==> config.mk <==
export PLATFORM = sky130hd
export DESIGN_NAME = stack_unit
export DESIGN_NICKNAME = d
export VERILOG_FILES = /design/src/rtl/stack_pkg.sv /design/src/rtl/stack_unit.sv
export SDC_FILE = /design/constraint.sdc
export NUM_CORES = 1
export LEC_CHECK = 0
export ABC_AREA = 0
export CORE_ASPECT_RATIO = 1.75
export CORE_MARGIN = 5
export CORE_UTILIZATION = 50
export CTS_BUF_LIST = sky130_fd_sc_hd__clkbuf_8 sky130_fd_sc_hd__clkbuf_16
export CTS_CLUSTER_SIZE = 25
export DETAILED_ROUTE_END_ITERATION = 8
export PLACE_DENSITY = 0.68
export SETUP_SLACK_MARGIN = 0.4
export SKIP_CTS_REPAIR_TIMING = 1
export SLEW_MARGIN = 20
export SYNTH_ARGS = -nofsm -noshare
export SYNTH_HDL_FRONTEND = slang
export SYNTH_SLANG_ARGS = --single-unit
==> constraint.sdc <==
create_clock -name clk -period 4.1 [get_ports clk]
set_clock_uncertainty 0.15 [all_clocks]
set_input_delay 0.41 -clock clk [delete_from_list [all_inputs] [get_ports clk]]
set_output_delay 0.41 -clock clk [all_outputs]
set_load 0.005 [all_outputs]
==> src/rtl/stack_pkg.sv <==
// Shared stack definitions: default word/depth constants and the
// stack operation enum decoded from the push/pop/tos strobes.
package stack_pkg;

    localparam int STACK_DATA_W = 8;
    localparam int STACK_DEPTH  = 16;

    typedef enum logic [2:0] {
        NOP,
        PUSH,
        POP,
        TOS,
        REPL
    } stack_op_e;

    // Strobe priority: pop+push (with or without tos) replaces the
    // top; pop dominates tos; tos+push reads first and then pushes,
    // so the caller still needs the raw push strobe for TOS.
    function automatic stack_op_e decode_op(
        input logic push_s,
        input logic pop_s,
        input logic tos_s
    );
        stack_op_e op;
        if (push_s && pop_s) begin
            op = REPL;
        end else if (pop_s) begin
            op = POP;
        end else if (tos_s) begin
            op = TOS;
        end else if (push_s) begin
            op = PUSH;
        end else begin
            op = NOP;
        end
        return op;
    endfunction

endpackage

==> src/rtl/stack_unit.sv <==
// Register-file LIFO serving push/pop/tos strobes from the datapath.
// Ports: clk, rst (sync, active-high); push/pop/tos strobes, din;
//   dout/dout_valid registered read; count/empty/full occupancy;
//   ovf_err/unf_err sticky errors; hwm (only with STACK_HIGHWATER_EN).
module stack_unit
    import stack_pkg::*;
#(
    parameter  int DATA_W = STACK_DATA_W,
    parameter  int DEPTH  = STACK_DEPTH,
    localparam int PTR_W  = $clog2(DEPTH) + 1
) (
    input  logic              clk,
    input  logic              rst,
    input  logic              push,
    input  logic              pop,
    input  logic              tos,
    input  logic [DATA_W-1:0] din,
    output logic [DATA_W-1:0] dout,
    output logic              dout_valid,
    output logic [PTR_W-1:0]  count,
    output logic              empty,
    output logic              full,
    output logic              ovf_err,
    output logic              unf_err
`ifdef STACK_HIGHWATER_EN
    ,
    output logic [PTR_W-1:0]  hwm
`endif
);

    localparam int AW = PTR_W - 1;

    logic [DATA_W-1:0] mem_q [DEPTH];

    logic [PTR_W-1:0]  count_q, count_d;
    logic [DATA_W-1:0] dout_q, dout_d;
    logic              dv_q, dv_d;
    logic              ovf_q, ovf_d;
    logic              unf_q, unf_d;

    logic              we;
    logic [AW-1:0]     waddr;
    logic [AW-1:0]     top_idx;
    logic [DATA_W-1:0] top;
    logic              is_empty;
    logic              is_full;
    stack_op_e         op;

    assign op       = decode_op(push, pop, tos);
    assign is_empty = (count_q == '0);
    assign is_full  = (count_q == PTR_W'(DEPTH));
    // At count==DEPTH the low bits wrap to 0, so minus one still
    // lands on the last entry.
    assign top_idx  = count_q[AW-1:0] - AW'(1);
    assign top      = mem_q[top_idx];

    always_comb begin
        count_d = count_q;
        dout_d  = dout_q;
        dv_d    = 1'b0;
        ovf_d   = ovf_q;
        unf_d   = unf_q;
        we      = 1'b0;
        waddr   = count_q[AW-1:0];
        unique case (op)
            NOP: begin
            end
            PUSH: begin
                if (is_full) begin
                    ovf_d = 1'b1;
                end else begin
                    we      = 1'b1;
                    count_d = count_q + PTR_W'(1);
                end
            end
            POP: begin
                if (is_empty) begin
                    unf_d = 1'b1;
                end else begin
                    dout_d  = top;
                    dv_d    = 1'b1;
                    count_d = count_q - PTR_W'(1);
                end
            end
            TOS: begin
                if (is_empty) begin
                    unf_d = 1'b1;
                end else begin
                    dout_d = top;
                    dv_d   = 1'b1;
                end
                if (push) begin
                    if (is_full) begin
                        ovf_d = 1'b1;
                    end else begin
                        we      = 1'b1;
                        count_d = count_q + PTR_W'(1);
                    end
                end
            end
            REPL: begin
                // Empty stack has no top to replace: degrade to push.
                if (is_empty) begin
                    unf_d   = 1'b1;
                    we      = 1'b1;
                    count_d = count_q + PTR_W'(1);
                end else begin
                    dout_d = top;
                    dv_d   = 1'b1;
                    we     = 1'b1;
                    waddr  = top_idx;
                end
            end
            default: begin
            end
        endcase
    end

    // Storage is deliberately not reset.
    always_ff @(posedge clk) begin
        if (we) begin
            mem_q[waddr] <= din;
        end
    end

    always_ff @(posedge clk) begin
        if (rst) begin
            count_q <= '0;
            dout_q  <= '0;
            dv_q    <= 1'b0;
            ovf_q   <= 1'b0;
            unf_q   <= 1'b0;
        end else begin
            count_q <= count_d;
            dout_q  <= dout_d;
            dv_q    <= dv_d;
            ovf_q   <= ovf_d;
            unf_q   <= unf_d;
        end
    end

`ifdef STACK_HIGHWATER_EN
    logic [PTR_W-1:0] hwm_q;

    // Tracks the registered count, so it lags count by one cycle.
    always_ff @(posedge clk) begin
        if (rst) begin
            hwm_q <= '0;
        end else if (count_q > hwm_q) begin
            hwm_q <= count_q;
        end
    end

    assign hwm = hwm_q;
`endif

    assign dout       = dout_q;
    assign dout_valid = dv_q;
    assign count      = count_q;
    assign empty      = is_empty;
    assign full       = is_full;
    assign ovf_err    = ovf_q;
    assign unf_err    = unf_q;

endmodule
# --- After elaboration in Yosys (flattened, before gate mapping) ---
# Memory sizes are Yosys's and may differ from the RTL's. A register that Yosys moved wholly into a read port is not among the register bits.
# Index checks and enable logic that the tools add are counted.
op_classes:
  addsub: 3
  eq_ne: 8
  n_mux: 20
  bitwise_logic: 2
  reduce_logical: 10
op_table:
  columns: ["op", "n"]
  rows:
  - ["5-bit 2-to-1 mux", 4]
  - ["5-bit case mux with 4 select lines", 1]
  - ["1-bit 2-to-1 mux", 8]
  - ["4-bit 2-to-1 mux", 2]
  - ["3-bit by 2-bit equality test with 1-bit output, second input constant", 2]
  - ["2-bit != test, second input constant", 3]
  - ["2-bit AND reduction", 3]
  - ["5-bit by 1-bit adder with 5-bit output, second input constant", 1]
  - ["5-bit equality test, second input constant", 1]
  - ["5-bit logical NOT", 1]
  - ["5-bit by 1-bit subtractor with 5-bit output, second input constant", 1]
  - ["2-bit 2-to-1 mux", 2]
  - ["4-bit AND reduction", 1]
  - ["4-bit nonzero test", 1]
  - ["4-bit by 1-bit subtractor with 4-bit output, second input constant", 1]
  - ["3-bit by 1-bit equality test with 1-bit output, second input constant", 1]
  - ["3-bit equality test, second input constant", 1]
  - ["3-bit 2-to-1 mux", 1]
  - ["1-bit case mux with 3 select lines", 1]
  - ["3-bit OR reduction", 1]
  - ["1-bit NOT", 2]
  - ["1-bit case mux with 2 select lines", 1]
  - ["2-bit nonzero test", 1]
  - ["2-bit OR reduction", 1]
  - ["1-bit logical AND", 1]
totals:
  register_bits: 8
  ram_bits: 128
  output_inout_bits: 18
  wordCells: 48
  mem_count: 1
memory_table:
  columns: ["name", "depth", "width", "rd", "rd_clocked_by_memory_dff", "write_ports", "line", "source"]
  rows:
  - ["mem_q", 16, 8, 1, 1, 1, "stack_unit.sv:33", "logic [DATA_W-1:0] mem_q [DEPTH];"]

# --- Depth between registers and ports, before layout ---
depth:
  ltp_word: 8
  ltp_mapped: 12
  mapped_depth_nobuf: 8

# --- Least setup slack after synthesis ---
# OpenSTA, ideal clock, no wires.
synth_path:
  kind: "reg2reg"
  from: "register count_q[0] (netlist: count[0])"
  to: "memory mem_q[10][0] (netlist name) (enable)"
  arrival_time_ns: 2.608
  path_slack_ns: 0.972
  path_stages_with_launch: 11
  n_path_buf: 3
  synth_period_minus_slack_ns: 3.128
  cell_sequence: "dfxtp_1 buf_2 buf_2 inv_1 ha_1 or4b_4 buf_6 nand3_2 o21ai_0 o2111ai_1 nor2_1"
synth_between:
  elab_chain_len: 6
synth_lines:
  columns: ["item", "line", "source"]
  rows:
  - ["start: declaration", "stack_unit.sv:35", "logic [PTR_W-1:0] count_q, count_d;"]
  - ["start signal: assignment", "stack_unit.sv:134", "count_q <= count_d;"]
  - ["5-bit equality test", "stack_unit.sv:51", "assign is_full = (count_q == PTR_W'(DEPTH));"]
  - ["1-bit 2-to-1 mux", "stack_unit.sv:69, stack_unit.sv:93", null]
  - ["1-bit 2-to-1 mux", "stack_unit.sv:92", "if (push) begin"]
  - ["1-bit case mux with 3 select lines", "stack_unit.sv:65", "unique case (op)"]
  - ["1-bit 2-to-1 mux", "stack_unit.sv:121", "if (we) begin"]
  - ["1-bit 2-to-1 mux (not written as such)", "stack_unit.sv:122", "mem_q[waddr] <= din;"]
  - ["end: declaration", "stack_unit.sv:33", null]
# Several ways; a longest one is shown, not always the timed one.

# --- Final worst setup path ---
layout_path:
  from: "register count_q[1] (netlist: count[1])"
  to: "memory mem_q[8][6] (netlist name) (enable)"
# Same word-level chain as after synthesis.

==> impl_metrics.csv <==
group,metric,value,unit
final_layout,fin_nets,401,
worst_setup_path,r2r_end,"mem_q[8][6]$_DFFE_PP_",
clock_tree,clockBufferDepth,2,
power_and_ir_drop,total_power,4.96,mW
flow_run,cap_violations,0,
place,pre_cts_slack,0.915,ns
place,place_congestion,0.854,
timing,tightest_slew,0.829,ns
synth,synthAdderAreaFrac,1.40,%
min_path,whs_path_depth,2,
timing,relSlewSlack,44.5,%
synth,synthArstFlopShare,0,%
worst_setup_path,ff2ff_path_depth,7,
clock_tree,cts_tree,"yes",
die,core.rowCount,52,
clock_tree,cts_buffers,17,
routing,initialDrtViolationCount,231,
worst_setup_path,path_cells,"inv_1 > ha_1 > or4b_4 > nand3_2 > o21ai_0 > o2111ai_1 > nor2_1",
timing,fmaxAchievable,330,MHz
timing,drv_slew,0,
grt,grt_pass1_wl,18600,µm
worst_setup_path,required,3.99,ns
die,dieArea,0.0141,mm²
synth,netlist.area_leader.share,65.2,%
worst_setup_path,cp-start-kind,"flip-flop",
synth,synth-seq-cells,144,
synth,synth_flop_cell,"edfxtp_1",
routing,drcViolationCount,0,
synth,syn_area,0.00589,mm²
worst_setup_path,cp_max_fo,10,
final_layout,multi_input_area,0.00161,mm²
synth,yosys.cell_count.top_type,"edfxtp_1",
synth,synth_mux_area_share,12.9,%
final_layout,fin_area,0.00687,mm²
synth,synthTopCellsByCount,"edfxtp_1, nand2_1, mux4_2, nor2_1, a21oi_1",
synth,yosys-top-cells-area,"edfxtp_1, mux4_2, dfxtp_1",
worst_setup_path,arrival,2.92,ns
die,io_pins,31,
min_path,hp-start,"unf_err$_SDFFE_PP0P_",
synth,synth-simple-area-share,6.60,%
final_layout,final_core_util,59.3,%
clock_tree,clk_pin_slew_worst_paths,0.06,ns
timing,rsz0062_at_grt,"false",
routing,wl,11800,µm
worst_setup_path,cp_num_buf_inv,1,
routing,wl_per_cell,22.3,µm
clock_tree,numClockSinks,144,
worst_setup_path,cpPeakStageDelay,0.69,ns
timing,period_minus_slack,3.03,ns
worst_setup_path,crit_family,"simple AND/OR/NAND/NOR gates",
synth,synth.distinct_cells,43,
place,place_hpwl,7890,µm
timing,final-setup-viol-count,0,
worst_setup_path,crit_path_end_kind,"flip-flop",
final_layout,drive_gt1_share,19.7,%
die,die_w,92.1,µm
synth,synth_fp_nets,364,
final_layout,antenna_cells,0,
power_and_ir_drop,power.density,722,mW/mm²
die,core_area,0.0116,mm²
outcome,status,"complete, no violations",
min_path,min_to,"unf_err$_SDFFE_PP0P_",
worst_setup_path,r2r_slack,1.07,ns
grt,grt_usage,18.2,%
timing,tns,0,ns
die,start_util,50.9,%
worst_setup_path,r2r-start,"count[1]$_SDFFE_PP0P_",
power_and_ir_drop,leakagePower,2.32,nW
synth,synth_edf_count,128,
grt,grt_max_degree,41,
synth,syn_inst,345,
worst_setup_path,crit_path_top_delay_cell,"nor2_1",
timing,setup_ws,1.07,ns
synth,synth_top_area_cell,"edfxtp_1",
place,numPortBuffers,30,
synth,synth_compound_area_share,5.39,%
synth,synth_top_family_by_area,"multiplexers",
routing,vias,3090,
grt,antenna_found_initial,0,
grt,grt_overflow,0,
min_path,worstHoldPathType,"flip-flop to flip-flop",
routing,first_pass_iters,5,
place,place_area,0.00630,mm²
synth,ys_warn_count,0,
timing,timing.hold.ws,0.317,ns
synth,synth_xor_area_share,0.892,%
timing,fin_crit_sh,74.0,%
synth,synth_area_per_cell,17.1,µm²
final_layout,area_growth,16.5,%
place,placed_cells,498,
final_layout,stdcell_count,530,
final_layout,final-seq-area,0.00417,mm²
routing,drtAntennaViolNets,0,
timing,final_hold_viol_count,0,
clock_tree,htree_levels,4,
die,die_y,154,µm
grt,grt_pass1_vias,3281,
worst_setup_path,critical_path_class,"flip-flop to flip-flop",
clock_tree,clock_latency,0.41,ns
power_and_ir_drop,max-vdd-ir-drop,0.000410,V
final_layout,fillCellCount,896,
clock_tree,clockRootBuffer,"clkbuf_16",
routing,vias_per_cell,5.83,
synth,seq_area_frac_synth,70.6,%
## how the worst max path moves through the flow
stage | startpoint | end | slack [ns] | depth (start not counted)
after floorplan | count[0]$_SDFFE_PP0P_ | mem_q[10][0]$_DFFE_PP_ | 0.97 | 10
after global placement | pop | count[4]$_SDFFE_PP0P_ | 1.01 | 8
after detailed placement | pop | count[4]$_SDFFE_PP0P_ | 0.91 | 8
after CTS | count[1]$_SDFFE_PP0P_ | mem_q[4][1]$_DFFE_PP_ | 1.01 | 7
after global routing | count[1]$_SDFFE_PP0P_ | mem_q[11][1]$_DFFE_PP_ | 0.84 | 7
final | count[1]$_SDFFE_PP0P_ | mem_q[8][6]$_DFFE_PP_ | 1.07 | 7
## state kept, by name, indices dropped and copies added (netlist names)
signal      flops
mem_q         128
unf_err         1
dout_valid      1
count           5
ovf_err         1
dout            8
## power by group
part,switching (mW),leakage [nW],total (mW),internal [mW]
Combinational,0.939,0.767,1.65,0.707
Sequential,0.0843,1.29,1.87,1.79
Clock,0.603,0.262,1.44,0.837
## layer usage
metal | global-route usage [%] | vias to the layer above | wire (µm)
met5 | 0 | - | 0
met4 | 8.43 | 0 | 359
met3 | 4.25 | 24 | 634
met2 | 31.6 | 97 | 6360
met1 | 21.1 | 1545 | 4470
li1 | - | 1424 | -
## worst min-delay path: stages, from the launching register on
cell     delay, ns
dfxtp_1       0.32
nor2_1        0.04
nor2_1        0.06
## logic make-up (layout without fill, tap and decap cells)
family,Yosys count,after routing
AOI/OAI and AO/OA,47,47
xor gates and xnor gates,6,6
adders and majority gates,6,6
buffers and inverters,21,71
DFF,144,144
muxes,36,36
and+or+nand+nor,85,85
## area by class of cell
class	instances	share of cell area (%)
sequential	144	60.6
inverter	4	0.401
timing repair buffer	35	4.92
clock inverter	15	1.95
tap	135	2.46
multi-input combinational	180	23.4
clock buffer	17	6.19
## cell usage in the layout, fill, tap and decap left out, types with 2 or more instances in the layout
cell type        netlist  layout
nor3_1                 5       5
clkdlybuf4s50_1        0      30
edfxtp_1             128     128
a21o_1                 3       3
a31oi_1                6       6
inv_6                  0       4
clkinv_4               0       3
buf_4                  2       5
mux2i_1                4       4
inv_1                  3       3
clkinv_1               0       2
nor2_1                27      27
nand2_1               39      39
dfxtp_1               16      15
xnor2_1                4       4
a211o_1                8       8
mux4_2                32      32
nor2b_1                4       4
clkbuf_16              0      17
clkinvlp_4             0       4
a21oi_1               18      18
ha_1                   5       5
o21ai_0                4       4
No activity file was read; power rests on OpenSTA's default activity.
